<file path="src/rtl/tone_sequencer_if.sv">
// rtl/tone_sequencer_if.sv - ROM read bus and sample stream between tone_sequencer and its ROMs / audio stage
//
// Purpose: bundles the ROM address/select, the four ROM read-data buses and the
// registered sample stream so the sequencer, the ROMs and the output stage share one port.
// Signals:
//   rom_addr     sequencer -> ROMs   8  ROM address
//   rom_sel      sequencer -> ROMs   2  channel currently addressed
//   rom_data0..3 ROMs -> sequencer   8  ROM read data per channel
//   sample_out   sequencer -> audio  8  output sample
//   sample_valid sequencer -> audio  1  sample_out is new this cycle
//   seg_start    sequencer -> audio  1  first address of a segment issued
// Modports: master = sequencer side, slave = ROM / audio side.

interface tone_sequencer_if;
  logic [7:0] rom_addr;
  logic [1:0] rom_sel;
  logic [7:0] rom_data0;
  logic [7:0] rom_data1;
  logic [7:0] rom_data2;
  logic [7:0] rom_data3;
  logic [7:0] sample_out;
  logic       sample_valid;
  logic       seg_start;

  modport master (
    output rom_addr, rom_sel, sample_out, sample_valid, seg_start,
    input  rom_data0, rom_data1, rom_data2, rom_data3
  );

  modport slave (
    input  rom_addr, rom_sel, sample_out, sample_valid, seg_start,
    output rom_data0, rom_data1, rom_data2, rom_data3
  );
endinterface

</file>
<file path="src/rtl/tone_sequencer.sv">
// rtl/tone_sequencer.sv - round-robin sequencer for four 8-bit tone sample ROMs
//
// Purpose: divides clk down to the sample rate, walks each enabled channel's ROM
// from address 0 to LENn-1 in round-robin order and returns the ROM words as a
// registered sample stream ROM_LAT cycles after each address issue.
// Ports:
//   clk_i      in   system clock, rising edge
//   rst_i      in   synchronous reset, active-high
//   run_i      in   1 = play, 0 = synchronous clear to idle
//   skip_en_i  in   1 = skip disabled channels, 0 = play them as silence
//   ch_en_i    in   per-channel enable, bit N = channel N
//   bus        --   tone_sequencer_if.master (ROM address/data, sample stream)
//   busy_o     out  1 while playing

module tone_sequencer #(
  parameter int CLK_DIV = 11,
  parameter int LEN0    = 121,
  parameter int LEN1    = 110,
  parameter int LEN2    = 77,
  parameter int LEN3    = 44,
  parameter int ROM_LAT = 1
) (
  input  logic              clk_i,
  input  logic              rst_i,
  input  logic              run_i,
  input  logic              skip_en_i,
  input  logic [3:0]        ch_en_i,
  tone_sequencer_if.master  bus,
  output logic              busy_o
);

  generate
    if (CLK_DIV < 1 || CLK_DIV > 16 || ROM_LAT < 1 || ROM_LAT > 3 || CLK_DIV <= ROM_LAT ||
        LEN0 < 1 || LEN0 > 256 || LEN1 < 1 || LEN1 > 256 ||
        LEN2 < 1 || LEN2 > 256 || LEN3 < 1 || LEN3 > 256) begin : g_bad_params
      $error("tone_sequencer: illegal parameter combination");
    end
  endgenerate

  typedef enum logic {ST_IDLE = 1'b0, ST_PLAY = 1'b1} state_e;

  state_e     state_q, state_d;
  logic [3:0] div_cnt_q, div_cnt_d;
  logic [7:0] rom_addr_q, rom_addr_d;
  logic [1:0] rom_sel_q, rom_sel_d;
  logic       seg_start_q, seg_start_d;
  logic [7:0] sample_q, sample_d;
  logic       sample_valid_q, sample_valid_d;
  logic       issue;

  // Token = {valid, mute, sel}; one stage per cycle of ROM latency.
  logic [3:0] tok_q [ROM_LAT];
  logic [3:0] tok_in;
  logic [3:0] tok_head;

  logic       clr;
  logic       tick;
  logic [3:0] elig;
  logic       any_elig;
  logic       seg_last;
  logic [7:0] rom_word;

  // First eligible channel among base, base+1, base+2, base+3 (mod 4).
  function automatic logic [1:0] pick_from(input logic [1:0] base, input logic [3:0] el);
    logic [1:0] r;
    r = base;
    for (int i = 3; i >= 0; i--) begin
      if (el[base + 2'(i)]) r = base + 2'(i);
    end
    return r;
  endfunction

  function automatic logic [7:0] len_last(input logic [1:0] s);
    case (s)
      2'd0:    return 8'(LEN0 - 1);
      2'd1:    return 8'(LEN1 - 1);
      2'd2:    return 8'(LEN2 - 1);
      default: return 8'(LEN3 - 1);
    endcase
  endfunction

  assign clr      = rst_i | ~run_i;
  assign elig     = ch_en_i | {4{~skip_en_i}};
  assign any_elig = |elig;
  assign seg_last = (rom_addr_q == len_last(rom_sel_q));

  always_comb begin
    tick      = (div_cnt_q == 4'(CLK_DIV - 1));
    div_cnt_d = tick ? 4'd0 : div_cnt_q + 4'd1;
  end

  // State register plus all other address-side registers.
  always_ff @(posedge clk_i) begin
    if (clr) begin
      state_q     <= ST_IDLE;
      div_cnt_q   <= 4'd0;
      rom_addr_q  <= 8'd0;
      rom_sel_q   <= 2'd0;
      seg_start_q <= 1'b0;
    end else begin
      state_q     <= state_d;
      div_cnt_q   <= div_cnt_d;
      rom_addr_q  <= rom_addr_d;
      rom_sel_q   <= rom_sel_d;
      seg_start_q <= seg_start_d;
    end
  end

  // Next-state logic.
  always_comb begin
    state_d = state_q;
    if (tick) begin
      case (state_q)
        ST_IDLE: if (any_elig) state_d = ST_PLAY;
        ST_PLAY: if (seg_last && !any_elig) state_d = ST_IDLE;
        default: state_d = ST_IDLE;
      endcase
    end
  end

  // Output logic: address issue, channel advance, segment strobe, busy.
  always_comb begin
    rom_addr_d  = rom_addr_q;
    rom_sel_d   = rom_sel_q;
    seg_start_d = 1'b0;
    issue       = 1'b0;
    busy_o      = (state_q == ST_PLAY);
    if (tick) begin
      case (state_q)
        ST_IDLE: begin
          if (any_elig) begin
            rom_sel_d   = pick_from(2'd0, elig);
            rom_addr_d  = 8'd0;
            seg_start_d = 1'b1;
            issue       = 1'b1;
          end
        end
        ST_PLAY: begin
          if (seg_last) begin
            // With nothing eligible the FSM drops to idle and address state is simply held.
            if (any_elig) begin
              rom_sel_d   = pick_from(rom_sel_q + 2'd1, elig);
              rom_addr_d  = 8'd0;
              seg_start_d = 1'b1;
              issue       = 1'b1;
            end
          end else begin
            rom_addr_d = rom_addr_q + 8'd1;
            issue      = 1'b1;
          end
        end
        default: ;
      endcase
    end
  end

  // Mute is decided from the enable switch at issue time, so a channel switched
  // off mid-segment keeps its timing but outputs zeros.
  assign tok_in   = {issue, ~ch_en_i[rom_sel_d], rom_sel_d};
  assign tok_head = tok_q[ROM_LAT-1];

  always_ff @(posedge clk_i) begin
    if (clr) begin
      for (int i = 0; i < ROM_LAT; i++) tok_q[i] <= 4'd0;
    end else begin
      tok_q[0] <= tok_in;
      for (int i = 1; i < ROM_LAT; i++) tok_q[i] <= tok_q[i-1];
    end
  end

  always_comb begin
    case (tok_head[1:0])
      2'd0:    rom_word = bus.rom_data0;
      2'd1:    rom_word = bus.rom_data1;
      2'd2:    rom_word = bus.rom_data2;
      default: rom_word = bus.rom_data3;
    endcase
    sample_valid_d = tok_head[3];
    sample_d       = sample_q;
    if (tok_head[3]) sample_d = tok_head[2] ? 8'd0 : rom_word;
  end

  always_ff @(posedge clk_i) begin
    if (clr) begin
      sample_q       <= 8'd0;
      sample_valid_q <= 1'b0;
    end else begin
      sample_q       <= sample_d;
      sample_valid_q <= sample_valid_d;
    end
  end

  assign bus.rom_addr     = rom_addr_q;
  assign bus.rom_sel      = rom_sel_q;
  assign bus.seg_start    = seg_start_q;
  assign bus.sample_out   = sample_q;
  assign bus.sample_valid = sample_valid_q;

endmodule

</file>
<file path="src/flat_wrapper.sv">
// flat-port wrapper written by rule: the top's interface ports become plain ports
module tone_sequencer_flat 
#(
  parameter int CLK_DIV = 11,
  parameter int LEN0    = 121,
  parameter int LEN1    = 110,
  parameter int LEN2    = 77,
  parameter int LEN3    = 44,
  parameter int ROM_LAT = 1
)
  (clk_i, rst_i, run_i, skip_en_i, ch_en_i, busy_o, bus_rom_addr, bus_rom_sel, bus_sample_out, bus_sample_valid, bus_seg_start, bus_rom_data0, bus_rom_data1, bus_rom_data2, bus_rom_data3);
  tone_sequencer_if bus_i ();
  input  logic clk_i;
  input  logic rst_i;
  input  logic run_i;
  input  logic skip_en_i;
  input  logic [3:0] ch_en_i;
  output logic busy_o;
  output wire logic [$bits(bus_i.rom_addr)-1:0] bus_rom_addr;
  output wire logic [$bits(bus_i.rom_sel)-1:0] bus_rom_sel;
  output wire logic [$bits(bus_i.sample_out)-1:0] bus_sample_out;
  output wire logic [$bits(bus_i.sample_valid)-1:0] bus_sample_valid;
  output wire logic [$bits(bus_i.seg_start)-1:0] bus_seg_start;
  input wire logic [$bits(bus_i.rom_data0)-1:0] bus_rom_data0;
  input wire logic [$bits(bus_i.rom_data1)-1:0] bus_rom_data1;
  input wire logic [$bits(bus_i.rom_data2)-1:0] bus_rom_data2;
  input wire logic [$bits(bus_i.rom_data3)-1:0] bus_rom_data3;
  assign bus_rom_addr = bus_i.rom_addr;
  assign bus_rom_sel = bus_i.rom_sel;
  assign bus_sample_out = bus_i.sample_out;
  assign bus_sample_valid = bus_i.sample_valid;
  assign bus_seg_start = bus_i.seg_start;
  assign bus_i.rom_data0 = bus_rom_data0;
  assign bus_i.rom_data1 = bus_rom_data1;
  assign bus_i.rom_data2 = bus_rom_data2;
  assign bus_i.rom_data3 = bus_rom_data3;
  tone_sequencer #(.CLK_DIV(CLK_DIV), .LEN0(LEN0), .LEN1(LEN1), .LEN2(LEN2), .LEN3(LEN3), .ROM_LAT(ROM_LAT)) u_core (.clk_i(clk_i), .rst_i(rst_i), .run_i(run_i), .skip_en_i(skip_en_i), .ch_en_i(ch_en_i), .bus(bus_i), .busy_o(busy_o));
endmodule
</file>
<file path="config.mk">
export PLATFORM = sky130hd
export DESIGN_NAME = tone_sequencer_flat
export DESIGN_NICKNAME = d
export VERILOG_FILES = /design/src/rtl/tone_sequencer_if.sv /design/src/rtl/tone_sequencer.sv /design/src/flat_wrapper.sv
export SDC_FILE = /design/constraint.sdc
export NUM_CORES = 1
export LEC_CHECK = 0
export BUFFER_PORTS_ARGS = -buffer_cell sky130_fd_sc_hd__buf_2
export CAP_MARGIN = 20
export CORE_MARGIN = 2
export CORE_UTILIZATION = 28
export DETAILED_ROUTE_END_ITERATION = 10
export PLACE_DENSITY_LB_ADDON = 0.05
export SYNTH_ARGS = -nofsm -noshare
export SYNTH_HDL_FRONTEND = slang
export SYNTH_SLANG_ARGS = --single-unit
</file>
<file path="constraint.sdc">
create_clock -name clk_i -period 3.49 [get_ports clk_i]
set_clock_uncertainty 0.2 [all_clocks]
set_input_delay 0.349 -clock clk_i [delete_from_list [all_inputs] [get_ports clk_i]]
set_output_delay 0.349 -clock clk_i [all_outputs]
set_load 0.02 [all_outputs]
</file>
==> key figures, run 1 <==
Placement
  – IO buf count: 60
  – Final Wtd Congestion: 0.7877
  – Hpwl dp: approximately 3700 um
  – Post-DP Area: roughly 2100 sq um

Die
  – IO Count: slightly above 60
  – Die width: 83.13 um
  – Die area: 6910 sq um
  – Core ar.: 5991 sq um
  – Initial core utilization: about 29%
  – Site Rows: 28
  – Die H: 83.13 um

STA
  – Worst rel slew slack: 33.53%
  – Total negative setup slack: 0 ns
  – Final Max Slew Viols: 0
  – Minimum clock period: 2.999 ns
  – Crit share post-route: between 80 and 90%
  – Hold Violations, Final: 0
  – Worst Tran Pin Value: 0.9970 ns
  – RSZ-0062 raised after global routing: false
  – Fmax: between 300 and 400 MHz
  – Final Setup Violations: 0

Finish
  – Post-layout instance area: 2136 sq um
  – Net count, final: 320
  – Area Growth Syn to Fin: 21.84%
  – Number of inserted diodes: 0
  – Flip-flop and latch area: 540.5 sq um
  – Share of layout cells above drive strength 1: 27.94%
  – Fillcell total: 659
  – Area of the multi-input gates: 1091 sq um

Logic synthesis
  – Yosys warns: 0
  – Mapped Nets: 269
  – Cell area after technology mapping: around 1800 sq um
  – Distinct cells, synth: 46
  – Syn Area/Cell: 7.896 sq um
  – Prevailing post-synth register cell: dfxtp_1
  – Post-synthesis sequential area ratio: 30.84%
  – EDFF count, synth: 0
  – Share of flip-flops with an asynchronous set or reset after synthesis: 0%
  – Post-synthesis cell count: roughly 220
  – Synth Register Bits: 27

Power and ir drop
  – Internal power: 0.4185 mW
  – Cell Pwr Density: ~260 nW/um^2
  – Clock power frac: 34.9%
  – Sw Ratio: 24.47%
  – Static leakage: 0.8896 nW
  – Flop pwr share: between 50 and 60%
  – Comb pwr share: 9.0%
  – Net switching power: around 0.14 mW
  – Worst-case vdd ir drop: 0.0001397 V

Global routing
  – GRT overflow: 0
  – Vias in the first global route: approximately 1600
  – All-Layer GR Usage: between 10 and 15%
  – First-pass GRT wire length: about 8000 um
  – Initial antenna violation count: 0
  – Largest net degree at the start of global routing: 25

Run
  – Max Cap Violations: 0

Critical path
  – Worst EP arrival: between 2 and 3 ns
  – Crit-path cells: inv_1 -> ha_1 -> xnor2_1 -> a2111oi_4 -> nand3_1 -> a31oi_1 -> mux2_4 -> a221o_1 -> a21oi_1
  – Worst setup EP type: flop
  – Slowest CP cell: dfxtp_1
  – Delay-heaviest family, CP: compound AO/OA/AOI/OAI gates
  – Worst-path fanout max: 9
  – CP bufs+invs: 1
  – Slowest Stage Delay on Critical Path: 0.46 ns
  – Worst setup SP type: flop
  – Worst endpoint required time: 3.48 ns
  – Crit Path Category: reg -> reg

Drt
  – Vias: approximately 1800
  – Final WL: about 5100 um
  – Initial DRC count: between 100 and 150
  – Post-route DRC: 0
  – Post-route antenna net violation count: 0
  – WL per Instance: ~15 um
  – Pre-antenna DRT Iters: 5
  – DR vias/cell: 5.086

Run status
  – Status: completed

Clock network
  – Clk buf depth: 2
  – Post-CTS Setup Inserts: 0
  – Root buffer cell: clkbuf_8
  – Post-CTS Resized: 0
  – Hold Buf Count CTS: 0
  – Clock-pin slew on the worst setup and hold paths: 0.11 ns
  – H-tree levels: 1
  – Num CTS Buffers: 3
  – Skew-Pair Late Insertion Delay: about 0.28 ns
  – Clk sinks: 27
  – CTS tree: yes

Min path
  – Worst hold path class: in -> reg
==> per-layer routing <==
layer  track usage, %  routed length [um]
met1            19.37                2509
met2            23.24                2276
met4            1.788                  24
met5                0                   0
met3            3.877                 283
==> registers in the layout, summed over array words and instances, names as in the netlist <==
signal / flops
u_core.bus.rom_addr: 8
u_core.bus.rom_sel: 1
u_core.bus.sample_out: 8
u_core.bus.sample_valid: 1
u_core.busy_o: 1
u_core.tok_q: 3
u_core.div_cnt_q: 4
u_core.bus.seg_start: 1
==> metrics by stage <==
step                      std cells  utilization, %  total power [mW]  worst slack, ns  hold WS [ns]
final                           347           35.65            0.5541           0.4915        0.2116
after global routing            347           35.65            0.5843           0.3010        0.2426
after CTS                       347           35.65            0.5655           0.5006        0.2113
after detailed placement        343           34.82            0.3680           0.5256        0.2564
after global placement          343           34.82            0.3685           0.5747        0.2508
after floorplan                 222               -            0.3425           0.5277        0.2297
==> power groups by stage <==
stage / clock [mW] / combinational [mW] / sequential, mW
floorplan: 0 / 0.0250 / 0.318
global placement: 0 / 0.0508 / 0.318
detailed placement: 0 / 0.0503 / 0.318
CTS: 0.204 / 0.0505 / 0.311
global route: 0.217 / 0.0562 / 0.311
finish: 0.194 / 0.0500 / 0.311
==> path summary, 6_finish.rpt <==
path	from	endpoint	slack [ns]	cells past startpoint
worst max-delay path	u_core.bus.rom_sel[0]	u_core.tok_q[0][2]	0.49	9
worst min-delay path	bus_rom_data3[2]	u_core.bus.sample_out[2]	0.21	5
worst max register to register	u_core.bus.rom_sel[0]	u_core.tok_q[0][2]	0.49	9
worst min register to register	u_core.div_cnt_q[0]	u_core.div_cnt_q[0]	0.28	1
==> cells in the final DEF, fill, tap and decap left out, types with 2 or more instances in the layout <==
master     n
nand3b_1   2
nor2b_1    4
nor3_1     4
and3b_1    2
nand2_1   22
o21ai_0   13
ha_1       7
buf_4      4
clkbuf_8   3
buf_2     60
a211oi_1   2
inv_1      7
o211ai_1   2
or3b_4     2
mux2i_1    5
a222oi_1   8
nand2b_1   4
nand3_1    8
dfxtp_1   27
a22oi_1    9
xnor2_1    2
a21oi_1   13
nor2_1    34
nor4_1     3
xor2_1     4
==> logic make-up after synthesis <==
family,count (synthesis),synth area share [%]
AO/OA/AOI/OAI,61,25.84
buffers and inverters,26,6.923
multiplexers,6,3.711
flip-flops,27,30.84
adder cells (fa/ha/maj),7,4.996
XOR/XNOR,6,2.998
AND/OR/NAND/NOR,89,24.70
==> tightest hold or removal path: stages <==
cell	delay (ns)
buf_2	0.08
nand2_1	0.04
o21ai_0	0.06
a22oi_1	0.07
nor2_1	0.07
==> cells in the mapped netlist (all sizes together) (2+ instances only) <==
library cell	number	share of area, %
nor2	34	7.3
dfxtp	27	31
nand2	22	4.7
a21oi	14	4.2
o21ai	14	4.0
clkbuf	13	2.8
a22oi	9	3.9
a222oi	8	4.6
nand3	8	2.3
ha	7	5.0
inv	7	1.5
buf	5	2.4
mux2i	5	2.9
nand2b	4	1.4
nor2b	4	1.4
nor3	4	1.1
xor2	4	2.0
a211oi	3	2.0
nor4	3	1.1
and3b	2	1.0
nand3b	2	0.86
o211ai	2	0.86
or3	2	1.0
or3b	2	1.3
xnor2	2	1.0
==> area by class of cell <==
| cell class | instances | share of cell area [%] |
|---|---|---|
| inverter | 8 | 1.406 |
| tap | 75 | 4.394 |
| clock buffer | 3 | 1.933 |
| timing repair buffer | 64 | 15.47 |
| multi-input combinational | 169 | 51.08 |
| clock inverter | 1 | 0.4101 |
| sequential | 27 | 25.31 |
Note: power is estimated with default switching activity, not from simulation.
==> run 2, diff against run 1 <==
==> constraint.sdc (replaced) <==
create_clock -name clk_i -period 3.49 [get_ports clk_i]
set_clock_uncertainty 0.2 [all_clocks]
set_input_delay 1.047 -clock clk_i [delete_from_list [all_inputs] [get_ports clk_i]]
set_output_delay 1.047 -clock clk_i [all_outputs]
set_load 0.02 [all_outputs]
==> key figures, run 2 (synthesis results as in run 1) <==
Run status
  – Status: completed (unchanged)

Critical path
  – Crit Path Category: in -> reg (was reg -> reg)
  – Worst EP arrival: 2.94 ns (was 2.99 ns)
  – CP bufs+invs: 1 (unchanged)
  – Worst setup EP type: flop (unchanged)
  – Slowest CP cell: or3b_4 (was dfxtp_1)
  – Crit-path cells: buf_2 -> or3b_4 -> or3_4 -> and3_4 -> a211oi_4 -> nor2b_1 -> a221o_1 -> a21oi_1 (was inv_1 -> ha_1 -> xnor2_1 -> a2111oi_4 -> nand3_1 -> a31oi_1 -> mux2_4 -> a221o_1 -> a21oi_1)
  – Worst endpoint required time: 3.49 ns (was 3.48 ns)
  – Worst-path fanout max: 9 (unchanged)
  – Slowest Stage Delay on Critical Path: 0.39 ns (was 0.46 ns)
  – Delay-heaviest family, CP: simple AND/OR/NAND/NOR gates (was compound AO/OA/AOI/OAI gates)
  – Worst setup SP type: input port (was flop)

Drt
  – Post-route DRC: 0 (unchanged)
  – DR vias/cell: 5.085 (was 5.086)
  – Post-route antenna net violation count: 0 (unchanged)
  – Initial DRC count: 87 (was 112)
  – Pre-antenna DRT Iters: 5 (unchanged)
  – Final WL: 5232 um (was 5094 um)
  – Vias: 1795 (was 1765)
  – WL per Instance: 14.82 um (was 14.68 um)

Power and ir drop
  – Internal power: 0.4170 mW (was 0.4185 mW)
  – Worst-case vdd ir drop: 0.0001341 V (was 0.0001397 V)
  – Clock power frac: 34.1% (was 34.9%)
  – Static leakage: 0.9151 nW (was 0.8896 nW)
  – Sw Ratio: 24.04% (was 24.47%)
  – Flop pwr share: 56.6% (was 56.0%)
  – Cell Pwr Density: 251.9 nW/um^2 (was 259.4 nW/um^2)
  – Comb pwr share: 9.4% (was 9.0%)
  – Net switching power: 0.1320 mW (was 0.1356 mW)

STA
  – Worst rel slew slack: 58.70% (was 33.53%)
  – Total negative setup slack: 0 ns (unchanged)
  – RSZ-0062 raised after global routing: false (unchanged)
  – Fmax: 340.0 MHz (was 333.5 MHz)
  – Minimum clock period: 2.942 ns (was 2.999 ns)
  – Worst Tran Pin Value: 0.6172 ns (was 0.9970 ns)
  – Final Setup Violations: 0 (unchanged)
  – Crit share post-route: 84.29% (was 85.92%)
  – Final Max Slew Viols: 0 (unchanged)
  – Hold Violations, Final: 0 (unchanged)

Global routing
  – Largest net degree at the start of global routing: 17 (was 25)
  – Initial antenna violation count: 0 (unchanged)
  – First-pass GRT wire length: 8659 um (was 8238 um)
  – GRT overflow: 0 (unchanged)
  – Vias in the first global route: 1695 (was 1621)
  – All-Layer GR Usage: 15.14% (was 14.25%)

Finish
  – Net count, final: 326 (was 320)
  – Share of layout cells above drive strength 1: 29.50% (was 27.94%)
  – Area Growth Syn to Fin: 24.34% (was 21.84%)
  – Final core area utilization: 36.38% (was 35.65%)
  – Number of inserted diodes: 0 (unchanged)
  – Commonest non-fill, non-tap cell in the layout: buf_2 (unchanged)
  – Most frequent cells in the layout: buf_2 (60), nor2_1 (34), dfxtp_1 (27) (unchanged)

Clock network
  – Num CTS Buffers: 3 (unchanged)
  – Post-CTS Setup Inserts: 0 (unchanged)
  – CTS tree: yes (unchanged)
  – H-tree levels: 1 (unchanged)
  – Skew-Pair Late Insertion Delay: 0.27 ns (was 0.28 ns)
  – Clk buf depth: 2 (unchanged)
  – Clk sinks: 27 (unchanged)
  – Hold Buf Count CTS: 0 (unchanged)
  – Root buffer cell: clkbuf_8 (unchanged)
  – Clock-pin slew on the worst setup and hold paths: 0.10 ns (was 0.11 ns)
  – Post-CTS Resized: 0 (unchanged)

Die
  – Core ar.: 5991 sq um (unchanged)
  – IO Count: 61 (unchanged)
  – Die area: 6910 sq um (unchanged)
  – Site Rows: 28 (unchanged)
  – Die H: 83.13 um (unchanged)
  – Initial core utilization: 29.26% (unchanged)
  – Die width: 83.13 um (unchanged)

Placement
  – IO buf count: 60 (unchanged)
  – Hpwl dp: 3878 um (was 3744 um)
  – Final Wtd Congestion: 0.7484 (was 0.7877)

Run
  – Max Cap Violations: 0 (unchanged)

Min path
  – Worst hold path class: reg -> reg (was in -> reg)
run 2: changes by cell type in the layout (fill, tap and decap cells not counted), sizes merged:
cell and change:
clkinvlp +1, buf +6, inv -1
run 2: path summary, 6_finish.rpt:
path	startpoint	end	slack (ns)	depth (start not counted)
worst max register to register	u_core.bus.rom_sel[0]	u_core.tok_q[0][2]	0.57	9
worst max-delay path	ch_en_i[0]	u_core.tok_q[0][2]	0.55	8
worst min-delay path	u_core.div_cnt_q[0]	u_core.div_cnt_q[0]	0.27	1
worst min register to register	u_core.div_cnt_q[0]	u_core.div_cnt_q[0]	0.27	1
run 2: layout make-up:
class | instances | area (sq um)
Timing Repair Buffer | 70 | 375.4
Multi-Input combinational cell | 169 | 1091
Clock buffer | 3 | 41.29
Fill cell | 663 | 3811
Tap cell | 75 | 93.84
Inverter | 8 | 30.03
Sequential cell | 27 | 540.5
Clock inverter | 1 | 7.507
run 2: power by group through the flow:
stage               Combinational [mW]  Sequential (mW)  Clock, mW
floorplan                       0.0250            0.318          0
global placement                0.0507            0.318          0
detailed placement              0.0512            0.318          0
CTS                             0.0514            0.311      0.200
global route                    0.0578            0.311      0.208
finish                          0.0514            0.311      0.187
run 2: per-stage QoR:
| step | setup slack, ns | hold slack (ns) | std cells | cell area, sq um | total power, mW |
|---|---|---|---|---|---|
| floorplan | 0.3921 | 0.2297 | 222 | 1753 | 0.3425 |
| global placement | 0.2879 | 0.2500 | 349 | 2131 | 0.3685 |
| detailed placement | 0.2467 | 0.2581 | 349 | 2131 | 0.3689 |
| CTS | 0.5470 | 0.2846 | 353 | 2180 | 0.5624 |
| global route | 0.2988 | 0.3175 | 353 | 2180 | 0.5771 |
| finish | 0.5484 | 0.2727 | 353 | 2180 | 0.5490 |
run 2: metal layers:
metal	track usage (%)	up-vias	share of wire (%)	wire length, um
met3	2.187	2	4.6	241
met5	0	-	0	0
met2	24.12	46	46	2388
met1	21.71	838	49	2576
met4	3.130	0	0.50	26
li1	-	909	-	-
==> run 3, diff against run 2 <==
--- a/config.mk
+++ b/config.mk
@@ -5,6 +5,7 @@
 export SDC_FILE = /design/constraint.sdc
 export NUM_CORES = 1
 export LEC_CHECK = 0
+export ABC_AREA = 1
 export BUFFER_PORTS_ARGS = -buffer_cell sky130_fd_sc_hd__buf_2
 export CAP_MARGIN = 20
 export CORE_MARGIN = 2
==> constraint.sdc (replaced) <==
create_clock -name clk_i -period 2.8 [get_ports clk_i]
set_clock_uncertainty 0.2 [all_clocks]
set_input_delay 0.84 -clock clk_i [delete_from_list [all_inputs] [get_ports clk_i]]
set_output_delay 0.84 -clock clk_i [all_outputs]
set_load 0.02 [all_outputs]
==> key figures, run 3 <==
Run status
  – Status: completed (unchanged)

Die
  – Core ar.: 6719 sq um (was 5991 sq um)
  – Die width: 86.98 um (was 83.13 um)
  – IO Count: 61 (unchanged)
  – Site Rows: 30 (was 28)
  – Initial core utilization: 28.70% (was 29.26%)
  – Die H: 86.98 um (was 83.13 um)
  – Die area: 7566 sq um (was 6910 sq um)

Critical path
  – Worst setup EP type: flop (unchanged)
  – Worst setup SP type: flop (was input port)
  – Worst EP arrival: 2.49 ns (was 2.94 ns)
  – Worst endpoint required time: 2.79 ns (was 3.49 ns)
  – Worst-path fanout max: 10 (was 9)
  – Crit Path Category: reg -> reg (was in -> reg)

Global routing
  – M1 GR Usage: 22.51% (was 21.71%)
  – Largest net degree at the start of global routing: 17 (unchanged)
  – GRT overflow: 0 (unchanged)
  – GR peak layer: met2 (unchanged)
  – Initial antenna violation count: 0 (unchanged)
  – Vias in the first global route: 1940 (was 1695)
  – GRT met3 Usage: 1.896% (was 2.187%)
  – Routing usage on met2: 26.02% (was 24.12%)
  – All-Layer GR Usage: 16.06% (was 15.14%)
  – First-pass GRT wire length: 9577 um (was 8659 um)

Power and ir drop
  – Static leakage: 1.074 nW (was 0.9151 nW)
  – Cell Pwr Density: 296.5 nW/um^2 (was 251.9 nW/um^2)
  – Worst-case vdd ir drop: 0.0001778 V (was 0.0001341 V)

STA
  – Final Max Slew Viols: 0 (unchanged)
  – Total negative setup slack: 0 ns (unchanged)
  – Crit share post-route: 89.37%
  – Fmax: 399.6 MHz
  – Hold Violations, Final: 0 (unchanged)
  – Final Setup Violations: 0 (unchanged)
  – Minimum clock period: between 2 and 3 ns
  – Worst Tran Pin Value: 0.5728 ns (was 0.6172 ns)
  – Worst rel slew slack: 61.67% (was 58.70%)
  – RSZ-0062 raised after global routing: false (unchanged)

Logic synthesis
  – Top post-synthesis cells by count: nand2_1 (75), nand3_1 (35), inv_1 (31) (was nor2_1 (34), dfxtp_1 (27), nand2_1 (22))
  – Prevailing post-synth register cell: dfxtp_1 (unchanged)
  – Syn Area/Cell: 6.448 sq um (was 7.896 sq um)
  – Area leader, netlist: dfxtp_1 (unchanged)
  – Post-synthesis sequential area ratio: 28.03% (was 30.84%)
  – Synth Register Bits: 27 (unchanged)
  – Cell area after technology mapping: 1928 sq um (was 1753 sq um)
  – Distinct cells, synth: 33 (was 46)
  – Mapped Nets: 346 (was 269)
  – Synth top area share: 28.03% (was 30.84%)
  – EDFF count, synth: 0 (unchanged)
  – Top-count cell post-synth: nand2_1 (was nor2_1)
  – Yosys warns: 0 (unchanged)
  – Leading post-synthesis cells by cell area: dfxtp_1 (28%), nand2_1 (15%), nand3_1 (9.1%), a21oi_1 (7.0%), inv_1 (6.0%) (was dfxtp_1 (31%), nor2_1 (7.3%), ha_1 (5.0%), nand2_1 (4.7%), a222oi_1 (4.6%))
  – Post-synthesis cell count: 299 (was 222)
  – Share of flip-flops with an asynchronous set or reset after synthesis: 0% (unchanged)

Drt
  – Post-route DRC: 0 (unchanged)
  – Pre-antenna DRT Iters: 6 (was 5)
  – DR vias/cell: 4.780 (was 5.085)
  – Vias: 2103 (was 1795)
  – Final WL: 5888 um (was 5232 um)
  – WL per Instance: 13.38 um (was 14.82 um)
  – Post-route antenna net violation count: 0 (unchanged)
  – Initial DRC count: 79 (was 87)

Finish
  – Commonest non-fill, non-tap cell in the layout: nand2_1 (was buf_2)
  – Number of inserted diodes: 0 (unchanged)
  – Area Growth Syn to Fin: 22.65% (was 24.34%)
  – Most frequent cells in the layout: nand2_1 (75), buf_2 (60), nand3_1 (35) (was buf_2 (60), nor2_1 (34), dfxtp_1 (27))
  – Share of layout cells above drive strength 1: 26.39% (was 29.50%)
  – Net count, final: 408 (was 326)
  – Post-layout instance area: 2365 sq um (was 2180 sq um)

Clock network
  – Post-CTS Resized: 0 (unchanged)
  – Hold Buf Count CTS: 0 (unchanged)
  – Clock-pin slew on the worst setup and hold paths: 0.11 ns (was 0.10 ns)
  – H-tree levels: 1 (unchanged)
  – Post-CTS Setup Inserts: 0 (unchanged)
  – Clk sinks: 27 (unchanged)
  – Skew-Pair Late Insertion Delay: 0.29 ns (was 0.27 ns)
  – Clk buf depth: 2 (unchanged)
  – Num CTS Buffers: 3 (unchanged)
  – CTS tree: yes (unchanged)
  – Root buffer cell: clkbuf_8 (unchanged)

Placement
  – Final Wtd Congestion: 0.8090 (was 0.7484)
  – Hpwl dp: 4506 um (was 3878 um)
  – Post-DP Area: 2316 sq um (was 2131 sq um)
  – IO buf count: 60 (unchanged)

Min path
  – Worst hold path class: reg -> reg (unchanged)

Run
  – Max Cap Violations: 0 (unchanged)
==> run 3: cell types whose count changed in the layout (fill, tap and decap cells not counted), moves of 5 or more <==
cell,previous run,this run
o211ai_1,2,11
nor2_1,34,21
inv_2,0,5
mux2i_1,5,0
nand3_1,8,35
a22oi_1,9,0
a21oi_1,13,27
o22ai_1,0,5
inv_1,7,31
a222oi_1,8,0
nand2_1,22,75
==> run 3: stage by stage <==
stage,cells,util (%),hold slack (ns),power [mW],setup slack [ns]
2_1_floorplan,299,-,0.2297,0.4297,0.3253
3_3_place_gp,436,34.47,0.2437,0.4667,0.2180
3_5_place_dp,436,34.47,0.2508,0.4668,0.1840
4_1_cts,440,35.20,0.2675,0.7160,0.2633
5_1_grt,440,35.20,0.2852,0.7341,0.05294
6_report,440,35.20,0.2668,0.7013,0.2976
==> run 3: where the power goes <==
group | leakage, nW | switching, mW | internal [mW]
logic | 0.835 | 0.0371 | 0.0332
clock network | 0.0217 | 0.142 | 0.102
registers | 0.218 | 0.00133 | 0.386
total | 1.07 | 0.181 | 0.521
==> run 3: area by class of cell <==
type / count / area, sq um
multi-input combinational: 221 / 1155
clock inverter: 1 / 7.507
inverter: 38 / 145.1
clock buffer: 3 / 41.29
timing repair buffer: 70 / 375.4
tap: 80 / 100.1
sequential: 27 / 540.5
fill: 766 / 4354
==> run 3: routing by layer <==
metal	vias to the layer above	share of wire, %
li1	1107	-
met1	956	50
met2	35	46
met3	5	2.9
met4	0	1.1
met5	-	0
==> run 3: final timing paths <==
| path | from | end | slack [ns] | depth (start not counted) |
|---|---|---|---|---|
| worst max-delay path | u_core.bus.rom_sel[0] | u_core.tok_q[0][2] | 0.30 | 17 |
| worst min-delay path | u_core.bus.sample_out[2] | u_core.bus.sample_out[2] | 0.27 | 2 |
| worst max register to register | u_core.bus.rom_sel[0] | u_core.tok_q[0][2] | 0.30 | 17 |
| worst min register to register | u_core.bus.sample_out[2] | u_core.bus.sample_out[2] | 0.27 | 2 |
==> run 3: worst max-delay path, cell delays in order, from the launching register on <==
cell	delay, ns
dfxtp_1	0.35
inv_4	0.10
ha_1	0.42
nor2_1	0.11
a21oi_1	0.17
nand2_1	0.07
nor2_1	0.11
nand2_2	0.11
nor2_2	0.16
nand2_1	0.07
nand2_1	0.06
nand3_2	0.06
nand2_2	0.10
nand2_2	0.06
nand2_1	0.06
nand2_1	0.04
nor2_1	0.09
nor2_1	0.05
==> run 3: cells by family after synthesis <==
group	synth area share, %
and+or+nand+nor	35.43
AOI/OAI and AO/OA	18.10
buffers and inverters	12.07
DFF	28.03
adders and majority gates	4.542
xor gates and xnor gates	1.817
